==> src/rtl/reg_file_wb_pipe.sv <==
// Register file with one registered write-back stage, half-word merge and
// forwarding of the pending write to both combinational read ports.
module reg_file_wb_pipe #(
  parameter int unsigned DATA_W         = 16,
  parameter int unsigned ADDR_W         = 3,
  parameter int unsigned MERGE_REG      = 5,
  parameter int unsigned ZERO_HARDWIRED = 0
) (
  input  logic              i_clk,
  input  logic              i_rst,
  input  logic              i_stall,
  input  logic              i_wb_valid,
  input  logic [ADDR_W-1:0] i_wb_dst,
  input  logic [1:0]        i_wb_sel,
  input  logic              i_wb_merge,
  input  logic [DATA_W-1:0] i_alu_out,
  input  logic [DATA_W-1:0] i_mem_out,
  input  logic [DATA_W-1:0] i_sp_addr,
  input  logic [DATA_W-1:0] i_pc,
  input  logic [ADDR_W-1:0] i_rd_a_addr,
  input  logic [ADDR_W-1:0] i_rd_b_addr,
  output logic [DATA_W-1:0] o_rd_a_data,
  output logic [DATA_W-1:0] o_rd_b_data,
  output logic              o_pend_valid,
  output logic [ADDR_W-1:0] o_pend_dst
);

  localparam int unsigned       NREG       = 2 ** ADDR_W;
  localparam int unsigned       HALF_W     = DATA_W / 2;
  localparam logic [ADDR_W-1:0] MERGE_ADDR = ADDR_W'(MERGE_REG);
  localparam bit                ZERO_HW    = (ZERO_HARDWIRED != 0);

  logic [DATA_W-1:0] r_regs [NREG];
  logic              r_pend_valid;
  logic [ADDR_W-1:0] r_pend_dst;
  logic [DATA_W-1:0] r_pend_data;

  logic [DATA_W-1:0] w_src;
  logic [DATA_W-1:0] w_merge_rd;
  logic [DATA_W-1:0] w_wb_value;
  logic              w_commit;

  // Pending write wins over the array; a hardwired r0 wins over both.
  function automatic logic [DATA_W-1:0] fwd_read(
    input logic [ADDR_W-1:0] addr,
    input logic [DATA_W-1:0] arr_data
  );
    if (ZERO_HW && (addr == '0))
      return '0;
    else if (r_pend_valid && (r_pend_dst == addr))
      return r_pend_data;
    else
      return arr_data;
  endfunction

  assign o_rd_a_data = fwd_read(i_rd_a_addr, r_regs[i_rd_a_addr]);
  assign o_rd_b_data = fwd_read(i_rd_b_addr, r_regs[i_rd_b_addr]);
  assign w_merge_rd  = fwd_read(MERGE_ADDR, r_regs[MERGE_ADDR]);

  always_comb begin
    w_src = i_alu_out;
    case (i_wb_sel)
      2'd0: w_src = i_alu_out;
      2'd1: w_src = i_mem_out;
      2'd2: w_src = i_sp_addr;
      2'd3: w_src = i_pc + DATA_W'(1);
      default: w_src = i_alu_out;
    endcase
  end

  // Merge places the low half of MERGE_REG on top of the source's high half.
  assign w_wb_value = i_wb_merge ? {w_merge_rd[HALF_W-1:0], w_src[DATA_W-1:HALF_W]} : w_src;

  assign w_commit = r_pend_valid && !(ZERO_HW && (r_pend_dst == '0));

  always_ff @(posedge i_clk) begin
    if (i_rst) begin
      for (int i = 0; i < int'(NREG); i++) r_regs[i] <= '0;
      r_pend_valid <= 1'b0;
      r_pend_dst   <= '0;
      r_pend_data  <= '0;
    end else if (!i_stall) begin
      if (w_commit) r_regs[r_pend_dst] <= r_pend_data;
      r_pend_valid <= i_wb_valid;
      r_pend_dst   <= i_wb_dst;
      r_pend_data  <= w_wb_value;
    end
  end

  assign o_pend_valid = r_pend_valid;
  assign o_pend_dst   = r_pend_dst;

endmodule
==> config.mk <==
export PLATFORM = sky130hd
export DESIGN_NAME = reg_file_wb_pipe
export DESIGN_NICKNAME = d
export VERILOG_FILES = /design/src/rtl/reg_file_wb_pipe.sv
export SDC_FILE = /design/constraint.sdc
export NUM_CORES = 1
export LEC_CHECK = 0
export CAP_MARGIN = 5
export CORE_MARGIN = 1
export CORE_UTILIZATION = 51
export CTS_CLUSTER_DIAMETER = 200
export DETAILED_ROUTE_END_ITERATION = 12
export HOLD_SLACK_MARGIN = 0.06
export PLACE_DENSITY_LB_ADDON = 0.2
export SYNTH_ARGS = -nofsm -noshare
export SYNTH_HDL_FRONTEND = slang
export SYNTH_SLANG_ARGS = --single-unit
==> constraint.sdc <==
create_clock -name i_clk -period 3 [get_ports i_clk]
set_input_delay 0.45 -clock i_clk [delete_from_list [all_inputs] [get_ports i_clk]]
set_output_delay 0.45 -clock i_clk [all_outputs]
set_load 0.005 [all_outputs]
==> metrics.yaml <==
setup_path:
  crit_fanout: 32
  reg2reg_slack_ps: 670
  worstPathCellList: "clkdlybuf4s50_1 -> buf_12 -> mux4_2 -> mux2i_1 -> a21oi_1 -> clkdlybuf4s50_1"
  path_buf_inv: 3
  slowest_delay_ps: 560
  startpoint: "i_rd_b_addr[1]"
  crit_type: "input pin to output pin"
  crit_path_top_delay_cell: "clkdlybuf4s50_1"
  cpLargestDelayFamily: "buffers and inverters"
  path_common_cell: "clkdlybuf4s50_1"
  endpoint_kind: "output pin"
  timing.rr.start: "o_pend_dst[1]"
  worstRegToRegCells: 4
  regToRegEndpoint: "r_regs[7][3]"
  worst_setup_path_start_kind: "input pin"
  crit_required_ps: 2550
  crit_arrival_ps: 2360
power:
  vdd_ir_drop_max_mv: 0.4587
  powerDensity_mw_per_mm2: 492.5
  power_leakage_nw: 3.956
clocking:
  holdBufCountCts: 0
  postCtsSetupRepairBufs: 0
  htree_levels: 4
  numCtsBuffers: 17
  cts-resized-gates: 0
  cts.path.max_buffers: 2
  clkSinkCount: 148
  insertion_delay_ps: 420
  cts-root-buf: "clkbuf_16"
  cts_tree: "yes"
  cts.clk_slew.worst_paths_ps: 60
timing:
  final.setup.worst_slack_ps: 190.1
  fin_crit_ps: 2810
  slew_viol_final: 0
  rsz0062_at_grt: "false"
  setup_violations: 0
  finalClockSkew_ps: 5.322
  worst_pin_slew_ps: 1142
  hold_violations: 0
  period_share: 0.9366
  finalSetupTns_ps: 0
  max_freq_ghz: 0.3559
  relSlewSlack: 0.2359
route:
  wl_per_cell_um: 23.79
  dr.pass1.iters: 6
  drt-initial-drc-count: 767
  drt_wl_total_um: 24670
  via_per_inst: 6.417
  ant_nets: 0
  drc: 0
  num_vias: 6654
synthesis:
  syn-num-nets: 790
  synth_area_leaders: "edfxtp_1 44%, mux4_2 18%, and2_1 6.9%"
  ys_async_sr_fraction: 0
  syn_inst: 709
  synth_top_area_share: 0.4356
  netlist_area_sq_mm: 0.008823
  yosysTopAreaCell: "edfxtp_1"
  synth_edf_count: 128
  synth_common_cells: "128 x edfxtp_1, 98 x and2_1, 69 x mux4_2, 53 x nor2_1, 48 x a21oi_1"
  synthFlopType: "edfxtp_1"
  ys_seq_elements: 148
  ys_seq_area_frac: 0.4810
  yosysMostFrequentCell: "edfxtp_1"
  yosys.cell_types.count: 56
  avgSynthCellArea_sq_um: 12.44
  synth_warnings: 0
placed_design:
  dp_slack_ps: 201.6
  hpwl_um: 16760
  place.gp.congestion: 0.8587
  io_buffers: 115
final_layout:
  n_antenna_cell: 0
  finish.utilization: 0.6450
  area_growth_pct: 22.52
  final_nets: 885
  drive_gt1_frac: 0.1787
global_routing:
  antenna_found_initial: 0
  grt.overflow.total: 0
  grt_pass1_wl_um: 37890
  grt_max_degree: 34
  grt_use_total: 0.2895
  grt_pass1_vias: 6634
die:
  die_w_um: 133.5
  std_cell_rows: 47
  pin_count: 116
  die_area_sq_mm: 0.01783
  core_sq_mm: 0.01676
  die_h_um: 133.5
  start_util: 0.5265
hold_path:
  hp-start: "r_pend_data[13]"
  hold_path_depth: 2
  hold_end: "r_pend_data[13]"
  hp-class: "register to register"
run_status:
  status: "finished, final reports clean"
job:
  max_cap_violations: 0
[where the power goes]
group | total (mW) | leakage, nW | switching, mW | internal (mW)
sequential | 2.40 | 1.48 | 0.0892 | 2.31
combinational | 0.811 | 2.21 | 0.368 | 0.444
clock | 2.11 | 0.264 | 0.873 | 1.24
[per-layer routing]
layer  up-vias  GRT usage  share of wire
li1       2903          -              -
met1      3271     0.3771           0.39
met2       422     0.4832           0.50
met3        58    0.05175          0.081
met4         0     0.1124          0.027
met5         -          0              0
[worst min-delay path, cell delays in order (launching register included)]
cell,delay (ps)
dfxtp_1,440
nand2_1,110
nand2_1,40
[cells in the final DEF, fill, tap and decap left out, types with 3 or more instances in the layout]
master           synthesis  routed
edfxtp_1               128     128
or2_2                    3       3
clkbuf_16                0      17
a221o_1                  3       3
nand2b_1                 5       5
mux2i_1                 47      47
xnor2_1                 11      11
nand2_1                 13      13
buf_4                    1      25
a21oi_1                 48      48
mux2_2                   5       5
xor2_1                   5       5
and2_1                  98      98
o21ai_0                 12       6
nand3_1                  7       7
o21ai_1                  3       9
mux4_2                  69      69
clkdlybuf4s50_1          0     113
inv_1                    7       7
clkinvlp_4               0       6
o221ai_1                 5       5
clkinv_1                 3       3
nor4_1                  10      10
and3_1                   4       4
nand4_1                  9       9
nor2b_1                  3       3
nor2_1                  53      53
nor3_1                  29      29
a221oi_1                 3       3
dfxtp_1                 20      20
buf_12                   0       8
[final cells by class]
class	count	area, sq um
Fill cell	1241	5949
Tap cell	220	275.3
Clock buffer	19	432.9
Timing Repair Buffer	148	1489
Sequential cell	148	4244
Inverter	10	37.54
Multi-Input combinational cell	479	4180
Clock inverter	13	151.4
[logic make-up (layout without fill, tap and decap cells)]
kind of cell,Yosys count,count (layout),share of synthesized area
simple gates,244,244,0.1519
flops,148,148,0.4810
mux,121,121,0.2358
compound gates,97,97,0.06878
buf+inv,82,190,0.04524
xor+xnor,16,16,0.01588
fa+ha+maj,1,1,0.001418
[flip-flops by register name (all words and copies together) (netlist names)]
signal	cells
r_pend_data	16
r_regs	128
o_pend_dst	3
o_pend_valid	1
[stage by stage]
stage | total power, mW | instances | hold slack (ps) | cell area (sq um)
2_1_floorplan | 2.852 | 709 | 453.0 | 8823
3_3_place_gp | 3.227 | 1005 | 617.3 | 10230
3_5_place_dp | 3.250 | 1005 | 617.9 | 10230
4_1_cts | 5.321 | 1037 | 626.3 | 10810
5_1_grt | 5.476 | 1037 | 660.4 | 10810
6_report | 5.324 | 1037 | 632.7 | 10810
[worst max path at each step]
stage / endpoint / slack, ps / cells after the start
floorplan: r_regs[3][0] / 200 / 5
global route: o_rd_b_data[3] / 120 / 6
global placement: o_rd_a_data[13] / 240 / 6
finish: o_rd_b_data[3] / 190 / 6
detailed placement: o_rd_b_data[10] / 200 / 6
CTS: o_rd_b_data[10] / 200 / 6
No activity file was read; power rests on OpenSTA's default activity.
